===== src/rtl/lock_door_ctrl_if.sv =====
// Signal bundle between the code detector/door sensor side and the door latch controller.
// The master drives the detector pulses and sensor; the slave is the controller.
interface lock_door_ctrl_if;
  logic       unlock;
  logic       try_done;
  logic       door_closed;
  logic       latch_release;
  logic       alarm;
  logic       lockout;
  logic [2:0] state_out;

  modport master (
    output unlock,
    output try_done,
    output door_closed,
    input  latch_release,
    input  alarm,
    input  lockout,
    input  state_out
  );

  modport slave (
    input  unlock,
    input  try_done,
    input  door_closed,
    output latch_release,
    output alarm,
    output lockout,
    output state_out
  );
endinterface


===== src/rtl/lock_door_ctrl.sv =====
// Door latch controller: turns the code detector's unlock pulse into a timed relay release
// and supervises the door sensor for ajar, forced-entry and repeated-failure lockout.
module lock_door_ctrl #(
  parameter int TW             = 16,
  parameter int RELEASE_CYCLES = 1000,
  parameter int AJAR_CYCLES    = 5000,
  parameter int LOCKOUT_CYCLES = 20000,
  parameter int MAX_TRIES      = 3
) (
  input  logic              clk,
  input  logic              reset,
  lock_door_ctrl_if.slave   bus
);

  localparam int TRW = (MAX_TRIES + 1 > 2) ? $clog2(MAX_TRIES + 1) : 1;

  localparam logic [TW-1:0]  RELEASE_LOAD = TW'(RELEASE_CYCLES - 1);
  localparam logic [TW-1:0]  AJAR_LOAD    = TW'(AJAR_CYCLES - 1);
  localparam logic [TW-1:0]  LOCKOUT_LOAD = TW'(LOCKOUT_CYCLES - 1);
  localparam logic [TW-1:0]  TIMER_ZERO   = {TW{1'b0}};
  localparam logic [TW-1:0]  TIMER_ONE    = TW'(1);
  localparam logic [TRW-1:0] TRIES_ZERO   = {TRW{1'b0}};
  localparam logic [TRW-1:0] TRIES_ONE    = TRW'(1);
  localparam logic [TRW-1:0] TRIES_LAST   = TRW'(MAX_TRIES - 1);

  typedef enum logic [2:0] {
    ST_LOCKED   = 3'd0,
    ST_RELEASED = 3'd1,
    ST_OPEN     = 3'd2,
    ST_AJAR     = 3'd3,
    ST_FORCED   = 3'd4,
    ST_LOCKOUT  = 3'd5
  } state_e;

  state_e         state_q, state_d;
  logic [TW-1:0]  timer_q, timer_d;
  logic [TRW-1:0] tries_q, tries_d;

  logic           timer_zero_s;
  logic [TW-1:0]  timer_dec_s;

  assign timer_zero_s = (timer_q == TIMER_ZERO);
  assign timer_dec_s  = timer_zero_s ? TIMER_ZERO : (timer_q - TIMER_ONE);

  // State, shared down-timer and failed-attempt counter registers
  always_ff @(posedge clk or posedge reset) begin
    if (reset) begin
      state_q <= ST_LOCKED;
      timer_q <= TIMER_ZERO;
      tries_q <= TRIES_ZERO;
    end else begin
      state_q <= state_d;
      timer_q <= timer_d;
      tries_q <= tries_d;
    end
  end

  // Next-state, timer and tries logic; every branch lists its priority order explicitly
  always_comb begin
    state_d = state_q;
    timer_d = timer_q;
    tries_d = tries_q;

    case (state_q)
      ST_LOCKED: begin
        if (!bus.door_closed) begin
          state_d = ST_FORCED;
        end else if (bus.unlock) begin
          state_d = ST_RELEASED;
          timer_d = RELEASE_LOAD;
          tries_d = TRIES_ZERO;
        end else if (bus.try_done) begin
          if (tries_q == TRIES_LAST) begin
            state_d = ST_LOCKOUT;
            timer_d = LOCKOUT_LOAD;
            tries_d = TRIES_ZERO;
          end else begin
            tries_d = tries_q + TRIES_ONE;
          end
        end else begin
          state_d = ST_LOCKED;
        end
      end

      ST_RELEASED: begin
        if (!bus.door_closed) begin
          state_d = ST_OPEN;
          timer_d = AJAR_LOAD;
        end else if (bus.unlock) begin
          timer_d = RELEASE_LOAD;
        end else if (timer_zero_s) begin
          state_d = ST_LOCKED;
        end else begin
          timer_d = timer_dec_s;
        end
      end

      ST_OPEN: begin
        if (bus.door_closed) begin
          state_d = ST_LOCKED;
        end else if (timer_zero_s) begin
          state_d = ST_AJAR;
        end else begin
          timer_d = timer_dec_s;
        end
      end

      ST_AJAR: begin
        if (bus.door_closed) begin
          state_d = ST_LOCKED;
        end else begin
          state_d = ST_AJAR;
        end
      end

      // Only a valid code with the door back shut clears a forced entry
      ST_FORCED: begin
        if (bus.unlock && bus.door_closed) begin
          state_d = ST_LOCKED;
          tries_d = TRIES_ZERO;
        end else begin
          state_d = ST_FORCED;
        end
      end

      ST_LOCKOUT: begin
        tries_d = TRIES_ZERO;
        if (!bus.door_closed) begin
          state_d = ST_FORCED;
        end else if (timer_zero_s) begin
          state_d = ST_LOCKED;
        end else begin
          timer_d = timer_dec_s;
        end
      end

      default: begin
        state_d = ST_LOCKED;
      end
    endcase
  end

  // Outputs depend on the registered state only, so reset clears them without a clock edge
  assign bus.latch_release = (state_q == ST_RELEASED);
  assign bus.alarm         = (state_q == ST_AJAR) || (state_q == ST_FORCED);
  assign bus.lockout       = (state_q == ST_LOCKOUT);
  assign bus.state_out     = state_q;

endmodule


===== src/flat_wrapper.sv =====
// flat-port wrapper written by rule: the top's interface ports become plain ports
module lock_door_ctrl_flat 
#(
  parameter int TW             = 16,
  parameter int RELEASE_CYCLES = 1000,
  parameter int AJAR_CYCLES    = 5000,
  parameter int LOCKOUT_CYCLES = 20000,
  parameter int MAX_TRIES      = 3
)
  (clk, reset, bus_unlock, bus_try_done, bus_door_closed, bus_latch_release, bus_alarm, bus_lockout, bus_state_out);
  lock_door_ctrl_if bus_i ();
  input  logic clk;
  input  logic reset;
  input wire logic [$bits(bus_i.unlock)-1:0] bus_unlock;
  input wire logic [$bits(bus_i.try_done)-1:0] bus_try_done;
  input wire logic [$bits(bus_i.door_closed)-1:0] bus_door_closed;
  output wire logic [$bits(bus_i.latch_release)-1:0] bus_latch_release;
  output wire logic [$bits(bus_i.alarm)-1:0] bus_alarm;
  output wire logic [$bits(bus_i.lockout)-1:0] bus_lockout;
  output wire logic [$bits(bus_i.state_out)-1:0] bus_state_out;
  assign bus_i.unlock = bus_unlock;
  assign bus_i.try_done = bus_try_done;
  assign bus_i.door_closed = bus_door_closed;
  assign bus_latch_release = bus_i.latch_release;
  assign bus_alarm = bus_i.alarm;
  assign bus_lockout = bus_i.lockout;
  assign bus_state_out = bus_i.state_out;
  lock_door_ctrl #(.TW(TW), .RELEASE_CYCLES(RELEASE_CYCLES), .AJAR_CYCLES(AJAR_CYCLES), .LOCKOUT_CYCLES(LOCKOUT_CYCLES), .MAX_TRIES(MAX_TRIES)) u_core (.clk(clk), .reset(reset), .bus(bus_i));
endmodule

===== config.mk =====
export PLATFORM = sky130hd
export DESIGN_NAME = lock_door_ctrl_flat
export DESIGN_NICKNAME = d
export VERILOG_FILES = /design/src/rtl/lock_door_ctrl_if.sv /design/src/rtl/lock_door_ctrl.sv /design/src/flat_wrapper.sv
export SDC_FILE = /design/constraint.sdc
export NUM_CORES = 1
export LEC_CHECK = 0
export ABC_CLOCK_PERIOD_IN_PS = 1900
export CORE_MARGIN = 8
export CORE_UTILIZATION = 55
export CTS_BUF_LIST = sky130_fd_sc_hd__clkbuf_4
export DETAILED_ROUTE_END_ITERATION = 12
export GPL_ROUTABILITY_DRIVEN = 1
export PLACE_DENSITY_LB_ADDON = 0.2
export SLEW_MARGIN = 5
export SYNTH_ARGS = -nofsm -noshare
export SYNTH_HDL_FRONTEND = slang
export SYNTH_SLANG_ARGS = --single-unit

===== constraint.sdc =====
create_clock -name clk -period 1.9 [get_ports clk]
set_input_delay 0.38 -clock clk [delete_from_list [all_inputs] [get_ports clk]]
set_output_delay 0.38 -clock clk [all_outputs]
set_load 0.1 [all_outputs]

* Yosys cells after proc, flatten, opt, wreduce, memory -nomap -nowiden
Cells that the tools add are included.
Cells by class: $add $sub $neg 2, $mul 0, div/mod/pow operators 0, order comparisons 0, eq/ne operators 15, shift operators 0, muxes and demuxes 29, bitwise gates (word level) 0, reduce and logical (&&, ||, !) cells 9
Operators with widths (count):
- two-way mux 16 bit | 9
- case mux 16 bit (4 select lines) | 1
- two-way mux 3 bit | 11
- case mux 3 bit (6 select lines) | 1
- zero test 16 bit | 1
- subtractor 16 x 1 -> 16 bit (second input constant) | 1
- two-way mux 2 bit | 6
- == test 3 x 2 -> 1 bit (second input constant) | 2
- == test 3 bit (second input constant) | 2
- inequality test 2 bit (second input constant) | 3
- inequality test 3 x 2 -> 1 bit (second input constant) | 2
- inequality test 3 bit (second input constant) | 2
- case mux 2 bit (3 select lines) | 1
- AND reduction 6 bit | 1
- inequality test 5 x 4 -> 1 bit (second input constant) | 1
- AND reduction 4 bit | 1
- nonzero test 4 bit | 1
- == test 3 x 1 -> 1 bit (second input constant) | 1
- zero test 3 bit | 1
- AND reduction 3 bit | 1
- nonzero test 3 bit | 1
- adder 2 x 1 -> 2 bit (second input constant) | 1
- == test 2 bit (second input constant) | 1
- inequality test 2 x 1 -> 1 bit (second input constant) | 1
- 2 further kinds | 2
Word-level totals: bits in registers 21, latch bits 0, bits in writable memories 0, bits in read-only memories 0, bits of input ports 5, output and inout port bits 6, memories kept 0

* Logic depth before layout (Yosys ltp)
depth after elaboration 6, mapped depth 7, gate-level depth less buffers 7

* Worst setup path after synthesis
OpenSTA, ideal clock, no wires.
kind reg2out, start point reg u_core.state_q[0], in the netlist u_core.bus.state_out[0], end point out bus_alarm, arrival time 3.459 ns, required time 1.520 ns, slack -1.939 ns, stages on the path, launching flop included 4, path buffers 1, path through dfrtp_1 > clkbuf_1 > nand2_1 > o21ai_0
On the way: word-level cells in the longest chain between the ends 2
RTL lines:
- start: declaration | line lock_door_ctrl.sv:35 | state_e state_q, state_d;
- start signal: assignment | line lock_door_ctrl.sv:52 | state_q <= state_d;
- == test 3 x 2 -> 1 bit / == test 3 bit (equally long branches) | line lock_door_ctrl.sv:145 | assign bus.alarm = (state_q == ST_AJAR) || (state_q == ST_FORCED);
- logical OR 1 bit * | line lock_door_ctrl.sv:145
- end: declaration | line flat_wrapper.sv:18 | output wire logic [$bits(bus_i.alarm)-1:0] bus_alarm;
Every way passes the cells marked *; elsewhere a longest branch is shown, timed or not.

* Worst setup path in the final report
start point reg u_core.timer_q[0], end point reg u_core.timer_q[13]
On the way: word-level cells in the longest chain between the ends 5
RTL lines:
- start: declaration | line lock_door_ctrl.sv:36 | logic [TW-1:0] timer_q, timer_d;
- start signal: assignment | line lock_door_ctrl.sv:53 | timer_q <= timer_d;
- subtractor 16 x 1 -> 16 bit / zero test 16 bit (equally long branches) | line lock_door_ctrl.sv:43, lock_door_ctrl.sv:42
- two-way mux 16 bit * | line lock_door_ctrl.sv:91, lock_door_ctrl.sv:101, lock_door_ctrl.sv:130
- two-way mux 16 bit | line lock_door_ctrl.sv:89 | end else if (bus.unlock) begin
- two-way mux 16 bit | line lock_door_ctrl.sv:86 | if (!bus.door_closed) begin
- case mux 16 bit (4 select lines) * | line lock_door_ctrl.sv:64 | case (state_q)
Every way passes the cells marked *; elsewhere a longest branch is shown, timed or not. The select of a mux whose other input is x is not followed. A chain may end at the register's enable or synchronous reset.

==> results.toml <==
[run_status]
violations = "setup timing"
outcome = "complete, but fails checks"

[power]
power_density_nw_per_um2 = 1596
p_leak_nw = 0.9509
max-vdd-ir-drop_mv = 1.775

[placed_design]
dp_cells = 274
io_buffers = 10
hpwl_um = 3781
placed_area_um2 = 2136
dp_slack_ns = -0.3251
gp_congestion = 0.9408

[yosys]
synthesis.nets = 203
ys_seq_elements = 21
synth_edf_count = 0
ys_seq_area_frac = 0.3271
synth_area_per_cell_um2 = 8.155
ys.flop_type = "dfrtp_1"
synthesis.instances = 197
syn-cell-area_um2 = 1607
yosys_warnings = 0
synthArstFlopShare = 1.000
synth_cell_types = 54

[cells_and_area]
design_area_um2 = 2349
n_fill_cell = 158
syn2layout_area_growth_pct = 46.18
layout_commonest_cell = "buf_4"
stdcell_count = 284
drive_gt1_frac = 0.4150
most-common-layout-cells = "buf_4, dfrtp_1, nor2_1"
layout.nets = 260
final_util = 0.8516
antenna_cells = 0

[detailed_routing]
wire_per_inst_um = 18.68
dr_total_vias = 1869
drt_wl_total_um = 5305
drcViolationCount = 0
vias_per_cell = 6.581
drt_iter0_drc = 258
dr.pass1.iters = 5
drtAntennaViolNets = 0

[setup_path]
cp-end-kind = "register"
crit_path_top_delay_cell = "or4_1"
cp_max_fo = 3
slowest_delay_ns = 0.53
worstPathCellList = "buf_6 -> or4_4 -> nor2_4 -> nand4_1 -> or4_1 -> o21ai_1"
cp-start-kind = "register"
worst-endpoint-arrival_ns = 2.26
crit_type = "register to register"
critPathRequiredTime_ns = 2.14

[die]
die-area_um2 = 4906
fp.dieW_um = 70.05
io_pins = 11
start_util = 0.5826
rows = 19
core_um2 = 2758
die_h_um = 70.05

[clock_network]
cts_num_sinks = 21
clk_pin_slew_ns = 0.13
insertion_delay_ns = 0.31
root_buffer = "clkbuf_4"
cts_tree = "done"
cts_made_buffers = 3
h-tree-depth = 1
clk_path_buf_depth = 2

[run]
maxCapViolations = 0

[sta]
fin_crit_ns = 2.022
slew_headroom = 0.6932
fmax_mhz = 494.5
timing.hold.ws_ns = 0.3814
rsz0062_at_grt = "true"
finalHoldViolations = 0
finalSetupViolations = 4
postLayoutSetupSlackWorst_ns = -0.1222
maxSlewViolCount = 0
finalClockSkew_ns = 0.008184
post-route-period-util = 1.064
tightest_slew_ns = 0.4564

[global_route]
grt-ovfl-total = 0
antenna_found_initial = 0
grt_pass1_vias = 1728
grt_util_all_layers = 0.1984
grt_pass1_wl_um = 8259
grt_max_degree = 22

[worst_hold_path]
min_path_type = "input port to asynchronous set/reset pin"
-- worst max-delay path: cells and delay by family (launching register included) --
kind                   cells  cell delay, ns
AND/OR/NAND/NOR            4            1.34
flip-flops                 1            0.41
buffers and inverters      1            0.12
AO/OA/AOI/OAI              1            0.08
-- power by group --
part           total [mW]  switching (mW)  internal [mW]  leakage, nW
sequential          0.802           0.179          0.623        0.252
combinational        2.72            1.56           1.16        0.681
clock               0.225           0.146         0.0786       0.0177
total                3.75            1.88           1.86        0.951
-- registers in the layout (all words and copies together) (netlist names) --
register,cells
u_core.timer_q,16
u_core.tries_q,2
u_core.bus.state_out,3
-- logic make-up after synthesis --
logic type | count (synthesis) | synth area share
buf+inv | 19 | 0.06152
flops | 21 | 0.3271
mux | 3 | 0.01947
simple gates | 88 | 0.3232
fa+ha+maj | 1 | 0.007787
compound gates | 65 | 0.2609
-- worst paths after layout --
kind                              startpoint                      end  slack [ns]  depth (start not counted)
hold / removal                         reset        u_core.timer_q[1]        0.38                          3
min in group clk           u_core.tries_q[0]        u_core.tries_q[0]        0.52                          1
hold reg to reg            u_core.tries_q[0]        u_core.tries_q[0]        0.52                          1
max in group asynchronous              reset  u_core.bus.state_out[2]        1.27                          3
setup reg to reg           u_core.timer_q[0]       u_core.timer_q[13]       -0.12                          6
setup / recovery           u_core.timer_q[0]       u_core.timer_q[13]       -0.12                          6
-- cell usage after synthesis (all sizes together), types with 5 or more instances --
cell type,instances,area [um2]
nand4,6,37.54
or4,5,48.79
nand3,9,45.04
nor2b,6,37.54
nor4,5,52.55
nand2,14,52.55
o2bb2ai,6,52.55
nor3,5,25.02
dfrtp,21,525.5
nor2,22,85.09
o21ai,20,100.1
a21oi,13,65.06
clkbuf,7,36.28
inv,8,30.03
-- metrics by stage --
step                setup TNS (ns)  power (mW)
finish                     -0.3102       3.747
floorplan                  -0.8155       2.279
global placement            -2.055       3.137
CTS                        -0.2302       3.529
global route               -0.8317       3.929
detailed placement          -3.709       3.210
-- area by class of cell --
class | instances | area (um2) | share of cell area
Clock buffer | 3 | 22.52 | 0.009590
Clock inverter | 1 | 5.005 | 0.002131
Inverter | 8 | 33.78 | 0.01438
Multi-Input combinational cell | 157 | 1137 | 0.4843
Sequential cell | 21 | 536.8 | 0.2286
Tap cell | 31 | 38.79 | 0.01652
Timing Repair Buffer | 63 | 574.3 | 0.2445
-- layer usage --
metal | wire [um] | part of all wire | track usage
met3 | 417 | 0.079 | 0.03531
met1 | 2147 | 0.40 | 0.2554
met4 | 165 | 0.031 | 0.03795
met5 | 0 | 0 | 0
met2 | 2575 | 0.49 | 0.3371
-- what timing repair did --
item | in CTS | in global routing
pin swaps | 6 | 5
hold buffers | 0 | 0
gates resized for setup | 14 | 21
hold endpoints to repair | 0 | 0
buffers inserted | 3 | 3
cloned | 0 | 0
endpoints found under the setup margin | 12 | 18
(Power assumes the default switching activity.)
